File: src/rtl/muldiv_unit.sv
// Iterative RV32M multiply/divide unit: radix-2 shift-add multiply and
// restoring divide, with early completion for divide-by-zero and overflow.
module muldiv_unit #(
   parameter int WIDTH = 32,
   parameter int TAGW  = 5
) (
   input  logic             clk,
   input  logic             reset,
   input  logic             kill,
   input  logic             start,
   input  logic [2:0]       op,
   input  logic [WIDTH-1:0] a,
   input  logic [WIDTH-1:0] b,
   input  logic [TAGW-1:0]  tag_in,
   output logic             busy,
   output logic             done,
   output logic [WIDTH-1:0] result,
   output logic [TAGW-1:0]  tag_out
);

   localparam int CW = $clog2(WIDTH + 1);

   typedef enum logic [1:0] {IDLE, CALC, FIX, DONE} state_t;

   state_t             state, state_nx;
   logic [CW-1:0]      cnt;
   logic [2:0]         op_q;
   logic [TAGW-1:0]    tag_q;
   logic               sa_q, sb_q;
   logic [WIDTH-1:0]   dvs;
   logic [2*WIDTH-1:0] acc;
   logic [WIDTH-1:0]   rem;

   logic               accept, special, b_zero, ovf;
   logic               sgn_a, sgn_b, sa, sb;
   logic [WIDTH-1:0]   mag_a, mag_b, spec_res;
   logic [WIDTH:0]     msum, shl, diff;
   logic               qbit;
   logic [2*WIDTH-1:0] prod_fix;
   logic [WIDTH-1:0]   quo, rmd, fix_res;

   // Accept-time operand preparation and special-case detection
   always_comb begin
      sgn_a    = op[2] ? ~op[0] : (op[0] ^ op[1]);
      sgn_b    = op[2] ? ~op[0] : (op[1:0] == 2'b01);
      sa       = sgn_a & a[WIDTH-1];
      sb       = sgn_b & b[WIDTH-1];
      mag_a    = sa ? -a : a;
      mag_b    = sb ? -b : b;
      b_zero   = (b == '0);
      ovf      = op[2] & ~op[0]
               & (a == {1'b1, {(WIDTH-1){1'b0}}})
               & (b == '1);
      special  = op[2] & (b_zero | ovf);
      spec_res = '0;
      if (b_zero)
         spec_res = op[1] ? a : '1;
      else
         spec_res = op[1] ? '0 : a;
      accept   = ((state == IDLE) | (state == DONE)) & start & ~kill;
   end

   // One iteration of the multiply and divide engines
   always_comb begin
      msum = {1'b0, acc[2*WIDTH-1:WIDTH]}
           + ({1'b0, dvs} & {(WIDTH+1){acc[0]}});
      shl  = {rem, acc[WIDTH-1]};
      diff = shl - {1'b0, dvs};
      qbit = ~diff[WIDTH];
   end

   always_comb begin
      prod_fix = (sa_q ^ sb_q) ? -acc : acc;
      quo      = (sa_q ^ sb_q) ? -acc[WIDTH-1:0] : acc[WIDTH-1:0];
      rmd      = sa_q ? -rem : rem;
      fix_res  = '0;
      if (op_q[2])
         fix_res = op_q[1] ? rmd : quo;
      else if (op_q[1:0] == 2'b00)
         fix_res = prod_fix[WIDTH-1:0];
      else
         fix_res = prod_fix[2*WIDTH-1:WIDTH];
   end

   always_ff @(posedge clk or posedge reset) begin
      if (reset)
         state <= IDLE;
      else
         state <= state_nx;
   end

   always_comb begin
      state_nx = state;
      busy     = (state == CALC) | (state == FIX);
      done     = (state == DONE);
      unique case (state)
         IDLE, DONE: begin
            if (accept)
               state_nx = special ? DONE : CALC;
            else
               state_nx = IDLE;
         end
         CALC: if (cnt == CW'(1)) state_nx = FIX;
         FIX:  state_nx = DONE;
      endcase
      if (kill)
         state_nx = IDLE;
   end

   always_ff @(posedge clk or posedge reset) begin
      if (reset) begin
         cnt     <= '0;
         op_q    <= '0;
         tag_q   <= '0;
         sa_q    <= 1'b0;
         sb_q    <= 1'b0;
         dvs     <= '0;
         acc     <= '0;
         rem     <= '0;
         result  <= '0;
         tag_out <= '0;
      end else if (!kill) begin
         if (accept) begin
            op_q  <= op;
            tag_q <= tag_in;
            sa_q  <= sa;
            sb_q  <= sb;
            cnt   <= CW'(WIDTH);
            rem   <= '0;
            if (special) begin
               result  <= spec_res;
               tag_out <= tag_in;
            end else if (op[2]) begin
               dvs <= mag_b;
               acc <= {{WIDTH{1'b0}}, mag_a};
            end else begin
               dvs <= mag_a;
               acc <= {{WIDTH{1'b0}}, mag_b};
            end
         end else if (state == CALC) begin
            cnt <= cnt - CW'(1);
            if (op_q[2]) begin
               rem <= qbit ? diff[WIDTH-1:0] : shl[WIDTH-1:0];
               acc <= {acc[2*WIDTH-1:WIDTH], acc[WIDTH-2:0], qbit};
            end else begin
               acc <= {msum, acc[WIDTH-1:1]};
            end
         end else if (state == FIX) begin
            result  <= fix_res;
            tag_out <= tag_q;
         end
      end
   end

endmodule
File: config.mk
export PLATFORM = sky130hd
export DESIGN_NAME = muldiv_unit
export DESIGN_NICKNAME = d
export VERILOG_FILES = /design/src/rtl/muldiv_unit.sv
export SDC_FILE = /design/constraint.sdc
export NUM_CORES = 1
export LEC_CHECK = 0
export BUFFER_PORTS_ARGS = -buffer_cell sky130_fd_sc_hd__buf_2
export CORE_ASPECT_RATIO = 0.8
export CORE_MARGIN = 1.5
export CORE_UTILIZATION = 30
export DETAILED_ROUTE_END_ITERATION = 10
export GPL_ROUTABILITY_DRIVEN = 0
export SKIP_CTS_REPAIR_TIMING = 1
export SLEW_MARGIN = 20
export SYNTH_ARGS = -nofsm -noshare
export SYNTH_HDL_FRONTEND = slang
export SYNTH_SLANG_ARGS = --single-unit
File: constraint.sdc
create_clock -name clk -period 8.9 [get_ports clk]
set_input_delay 0.445 -clock clk [delete_from_list [all_inputs] [get_ports clk]]
set_output_delay 0.445 -clock clk [all_outputs]
set_load 0.02 [all_outputs]
==> results of run 1 <==
==> synthesized netlist by cell type, types with 35 or more instances <==
cell type and number:
a21oi_1 200, a31oi_1 42, clkbuf_1 98, dfrtp_1 183, ha_1 76, inv_1 76, mux2i_1 42, nand2_1 240
nor2_1 269, nor3_1 35, o21ai_0 182, o31ai_1 47, xnor2_1 107, xor2_1 96
==> worst paths after layout <==
check                                      from              endpoint  slack, ps  cells past startpoint
setup reg to reg             acc[0]$_DFFE_PP0P_   acc[61]$_DFFE_PP0P_       4510                     12
max in group asynchronous                 reset   op_q[2]$_DFFE_PP0P_       7500                      3
hold reg to reg            tag_q[2]$_DFFE_PP0P_  tag_q[2]$_DFFE_PP0P_        470                      2
min in group clk                      tag_in[1]  tag_q[1]$_DFFE_PP0P_        180                      3
hold / removal                            reset   rem[28]$_DFFE_PP0P_         30                      2
setup / recovery             acc[0]$_DFFE_PP0P_   acc[61]$_DFFE_PP0P_       4510                     12
==> logic make-up after synthesis <==
| logic type | count (synthesis) | share of synthesized area (%) |
|---|---|---|
| adders and majority gates | 102 | 7.47 |
| AOI/OAI and AO/OA | 671 | 25.3 |
| DFF | 183 | 27.8 |
| buffers and inverters | 206 | 5.20 |
| muxes | 60 | 3.78 |
| xor gates and xnor gates | 203 | 10.8 |
| and+or+nand+nor | 720 | 19.7 |
==> flip-flops by register name, indices dropped and copies added, names as in the netlist <==
| name | cells |
|---|---|
| acc | 64 |
| dvs | 32 |
| rem | 32 |
| result | 32 |
| cnt | 6 |
| tag_out | 5 |
| tag_q | 5 |
| op_q | 3 |
| state | 2 |
| sa_q | 1 |
| sb_q | 1 |
==> worst max-delay path: stages, from the launching register on <==
cell      delay, ps
dfrtp_1         490
clkinv_1        830
nor2_1          440
ha_1            220
nor2b_1         260
o31a_1          240
o211ai_1        170
a21o_1          230
a211oi_1        440
nor2_1          160
o31ai_1         550
or3_1           190
nand3_1          70
==> power by group <==
part           leakage [nW]  switching [W]  internal, W  total (W)
Clock                 0.286       0.000413     0.000375   0.000788
Sequential             2.29       0.000465      0.00115    0.00161
Combinational          5.10        0.00237      0.00132    0.00370
Total                  7.68        0.00325      0.00284    0.00610
==> final cells by class <==
cell class	count	share of cell area (%)
multi-input cells	1756	61.2
flip-flops and latches	183	25.2
well taps	702	4.83
repair buffers	134	3.98
clock buffers	17	2.34
inverters	76	1.61
clock inverters	14	0.846
diodes	1	0.0138
==> through the flow <==
step,hold slack (ps),std cells,util (%)
floorplan,436,2145,-
detailed placement,456,2851,32.5
global route,83.3,2882,33.6
finish,29.3,2883,33.6
CTS,63.2,2882,33.6
global placement,449,2851,32.5
==> metal layers <==
metal / GRT usage (%) / share of wire (%) / vias to the layer above
met2: 31.4 / 41 / 885
met5: 0 / 0.021 / -
met3: 6.53 / 12 / 83
met4: 4.85 / 1.9 / 2
met1: 32.9 / 45 / 8116
li1: - / - / 7756
==> summary.md, run 1 <==
| Metric | Value |
|---|---|
| 1st-iter DRT viols | `between 2000 and 2500` |
| Largest net degree at the start of global routing | `75` |
| Synthesized instance count | `about 2100` |
| WL/cell | `between 20 and 25 um` |
| Die Wd | `265 um` |
| Crit Path Class | `reg -> reg` |
| Final setup violation count | `0` |
| Syn Std Cell Area | `~0.016 sq mm` |
| Setup crit end kind | `flop` |
| Final wirelength | `63000 um` |
| First-pass GRT wire length | `roughly 95000 um` |
| Antenna-violating nets left | `0` |
| Fillers | `between 5000 and 6000` |
| Design Power | `0.00610 W` |
| Row Count | `76` |
| Initial antenna violation count | `1` |
| Post-synth top area cell | `dfrtp_1` |
| Dominant cells by area after synthesis | `dfrtp_1 28%, nor2_1 6.1%, a21oi_1 6.1%` |
| TNS Setup | `0 ps` |
| Relative slew margins | `33.1%` |
| Synth Flop Type | `dfrtp_1` |
| Clk sinks | `183` |
| Run status | `finished clean` |
| DR vias/cell | `a little under 6` |
| GRT Overall Usage | `22.2%` |
| Post-synth EDFFs | `0` |
| Distinct cell type count of the synthesized netlist | `84` |
| Die area | `~0.056 sq mm` |
| P_leak | `around 7.7 nW` |
| WP data required | `between 9000 and 10000 ps` |
| Slew @ Worst Pin | `998 ps` |
| Hold Fails Final Rpt | `0` |
| Fin area | `~0.018 sq mm` |
| Crit share post-route | `49.4%` |
| Post-route minimum period | `around 4400 ps` |
| Placement Setup Slack | `4470 ps` |
| Count of pins over their slew limit | `0` |
| Pwr Density | `roughly 340 mW/mm^2` |
| DPL Wire Length | `around 49000 um` |
| DRC | `0` |
| Vias | `roughly 17000` |
| Layout Nets | `approximately 2300` |
| Clock H-tree levels | `4` |
| Vias in the first global route | `roughly 15000` |
| GRT overflow | `0` |
| Fmax | `between 200 and 250 MHz` |
| Net Count, Synth | `between 2000 and 2500` |
| Avg Cell Area, Syn | `approximately 7.7 sq um` |
| RSZ-0062 raised after global routing | `no` |
| CP max FO | `32` |
| Share of cells above drive strength 1 | `9.91%` |
| Top cell type's share of synthesized area | `between 20% and 30%` |
| Yosys reg bits | `183` |
| Clock network latency to the later pin of the worst-skew pair | `about 480 ps` |
| Setup ws final | `4510 ps` |
| Core area | `0.0541 sq mm` |
| Max_cap viols | `0` |
| Clock Root Buffer | `clkbuf_16` |
| CTS Buffer Depth | `2` |
| CP startpoint kind | `flop` |
| Multi-input logic area | `~0.011 sq mm` |
| Async set-or-reset flop fraction in the synthesized netlist | `100%` |
| Setup Skew | `approximately 15 ps` |
| Cell Area, Placed | `about 0.018 sq mm` |
| CTS buffer count | `17` |
| Clock-pin slew on the worst setup and hold paths | `roughly 90 ps` |
| Worst min path class | `in -> async` |
| CTS tree | `yes` |
| 1st-pass router iterations | `8` |
| Effective utilization at floorplan | `a little under a third` |
| Die Span Y | `roughly 210 um` |
| Syn-to-layout area delta | `10.3%` |
| Most frequent cells in the layout | `269 x nor2_1, 240 x nand2_1, 199 x a21oi_1` |
| Register Area | `0.00458 sq mm` |
| Port Buffers | `roughly 110` |
| I/O pin total | `115` |
| Most common cell after layout, fill and taps aside | `nor2_1` |
| Seq/Total Area, Yosys | `between 20% and 30%` |
| Arrival time worst endpoint | `between 4000 and 5000 ps` |
| Worst VDD drop | `between 0.15 and 0.2 mV` |
| Synthesis Warnings | `0` |
(Power assumes the default switching activity.)
==> run 2: changes to the inputs <==
clock period = 4.5 ns   (was 8.9 ns; I/O delays follow)
==> run 2 against run 1 <==
Effect of this change:
- largest cell class unchanged
- via count up 2.1%
- total power up 100%
- clock power up 98%
- critical path depth up 1
- fmax up 9.5%
- die area unchanged
- combinational power up 100%
- wire length up 4.0%
- global-route usage increased by 0.69 points
- hold slack better by 37 ps
- design area is 1.0% higher
==> summary.md, run 2 (synthesis gave the netlist of run 1 again) <==
| Metric | Value |
|---|---|
| Slew @ Worst Pin | `986 ps (-11.5 ps)` |
| Vias in the first global route | `15600 (+1.9%)` |
| Max_cap viols | `0 (unchanged)` |
| Clock network latency to the later pin of the worst-skew pair | `490 ps (about the same)` |
| Fmax | `249 MHz (+9.5%)` |
| Clock Root Buffer | `clkbuf_16` |
| Final wirelength | `65500 um (+4.0%)` |
| Die Wd | `265 um (unchanged)` |
| WP data required | `4890 ps (-4370 ps)` |
| Worst reg2reg startpoint | `acc[31]$_DFFE_PP0P_` |
| Final setup violation count | `0 (unchanged)` |
| Pwr Density | `669 mW/mm^2 (+100%)` |
| WL/cell | `22.5 um (+3.1%)` |
| Busiest grt layer | `met2` |
| Fin cells | `2908 (+0.87%)` |
| Setup crit end kind | `flop` |
| Crit Path Class | `reg -> reg` |
| Core area | `0.0541 sq mm (unchanged)` |
| Largest register FFs | `64 (unchanged)` |
| CP startpoint kind | `flop` |
| Cell Area, Placed | `0.0177 sq mm (+0.87%)` |
| Fin area | `0.0184 sq mm (+1.0%)` |
| Worst min path class | `in -> reg` |
| CTS Buffer Depth | `2 (unchanged)` |
| Setup Skew | `21.3 ps (+6.57 ps)` |
| Met1 usage | `32.5% (-0.40 points)` |
| Clock H-tree levels | `4 (unchanged)` |
| Post-route minimum period | `4020 ps (-380 ps)` |
| 1st-iter DRT viols | `2336 (+1.2%)` |
| Crit share post-route | `89.2% (+40 points)` |
| CTS buffer count | `17 (unchanged)` |
| Global-route track usage on met2 | `32.8% (+1.4 points)` |
| Vias | `17200 (+2.1%)` |
| Reg2Reg Setup Slack | `480 ps (-4020 ps)` |
| Arrival time worst endpoint | `4410 ps (-350 ps)` |
| Most frequent cells in the layout | `269 x nor2_1, 240 x nand2_1, 199 x a21oi_1` |
| Clock-pin slew on the worst setup and hold paths | `80 ps (about the same)` |
| GRT Overall Usage | `22.9% (+0.69 points)` |
| Placed cells | `2870 (+0.67%)` |
| Run status | `finished clean` |
| Effective utilization at floorplan | `30.5% (unchanged)` |
| Die Span Y | `213 um (unchanged)` |
| Worst hold path depth | `3` |
| DR vias/cell | `5.91 (+1.2%)` |
| Share of cells above drive strength 1 | `10.6% (+0.65 points)` |
| TNS Setup | `0 ps (unchanged)` |
| Worst VDD drop | `0.402 mV (+150%)` |
| Initial antenna violation count | `4 (+3)` |
| Most common cell after layout, fill and taps aside | `nor2_1` |
| Relative slew margins | `34.1% (+1.0 points)` |
| CTS tree | `yes` |
| Multi-input logic area | `0.0111 sq mm (about the same)` |
| Syn-to-layout area delta | `11.4%` |
| First-pass GRT wire length | `97300 um (+2.0%)` |
| Die area | `0.0564 sq mm (unchanged)` |
| # diodes | `0 (-1)` |
| Register Area | `0.00458 sq mm (about the same)` |
| P_leak | `7.79 nW (+1.4%)` |
| DRC | `0 (unchanged)` |
| Fillers | `5664 (+0.32%)` |
| 1st-pass router iterations | `9 (+1)` |
| Worst Reg-to-Reg Cells | `13 (+1)` |
| Antenna-violating nets left | `0 (unchanged)` |
| Post-layout util | `34.0% (+0.35 points)` |
| RSZ-0062 raised after global routing | `no` |
| DPL Wire Length | `51300 um (+4.9%)` |
| Hold Fails Final Rpt | `0 (unchanged)` |
| CP max FO | `10 (-69%)` |
| Reg with most FFs | `acc` |
| Met3 Use GR | `6.22% (-0.31 points)` |
| Largest net degree at the start of global routing | `82 (+9.3%)` |
| GRT overflow | `0 (unchanged)` |
| Layout Nets | `2347 (+1.1%)` |
| I/O pin total | `115 (unchanged)` |
| Hold endpoint | `op_q[0]$_DFFE_PP0P_` |
| HP Start | `op[0]` |
| Clk sinks | `183 (unchanged)` |
| Reg-to-Reg End | `rem[10]$_DFFE_PP0P_` |
| Port Buffers | `114 (unchanged)` |
| Row Count | `76 (unchanged)` |
| Count of pins over their slew limit | `0 (unchanged)` |
run 2: cell types whose count changed in the layout (fill, tap and decap cells not counted), sizes merged:
cell,previous run,this run
buf,134,153
dlygate4sd3,0,6
clkinv,7,3
clkbuf,17,19
clkinvlp,0,2
diode,1,0
inv,83,84
run 2: worst max-delay path: stages, from the launching register on:
cell	delay, ps
dfrtp_1	400
inv_1	210
ha_1	240
fa_1	220
nor2b_1	70
o31a_1	260
or4_1	470
a211oi_1	580
nor3_1	180
or3b_1	560
buf_4	260
nor4_1	240
a21oi_1	60
o21ai_0	150
run 2: routing by layer:
layer / share of wire, % / wire [um]
met1: 44 / 29100
met2: 41 / 26700
met3: 11 / 7180
met4: 3.8 / 2490
met5: 0.020 / 13
run 2: through the flow:
stage	hold WS [ps]	worst slack (ps)	power [W]
after floorplan	330	1080	0.00803
after global placement	188	616	0.0103
after detailed placement	191	579	0.0105
after CTS	-323	545	0.0121
after global routing	59.2	266	0.0130
final	65.8	485	0.0123
run 2: final cells by class:
type,instances,share of cell area [%]
tap,702,4.78
sequential,183,24.9
clock inverter,13,0.688
multi-input combinational,1756,60.5
inverter,76,1.57
timing repair buffer,159,5.11
clock buffer,19,2.41
run 2: how the worst max path moves through the flow:
stage	start	end	slack, ps	depth (start not counted)
6_report	acc[31]$_DFFE_PP0P_	rem[10]$_DFFE_PP0P_	480	13
3_5_place_dp	acc[31]$_DFFE_PP0P_	rem[10]$_DFFE_PP0P_	580	13
4_1_cts	acc[31]$_DFFE_PP0P_	rem[10]$_DFFE_PP0P_	550	13
2_1_floorplan	acc[0]$_DFFE_PP0P_	result[28]$_DFFE_PP0P_	1080	12
5_1_grt	acc[31]$_DFFE_PP0P_	rem[10]$_DFFE_PP0P_	270	13
3_3_place_gp	acc[31]$_DFFE_PP0P_	rem[10]$_DFFE_PP0P_	620	13
run 2: power breakdown:
part | total, W | internal, W | switching [W]
clock network | 0.00156 | 0.000751 | 0.000806
logic | 0.00757 | 0.00268 | 0.00490
registers | 0.00317 | 0.00227 | 0.000897
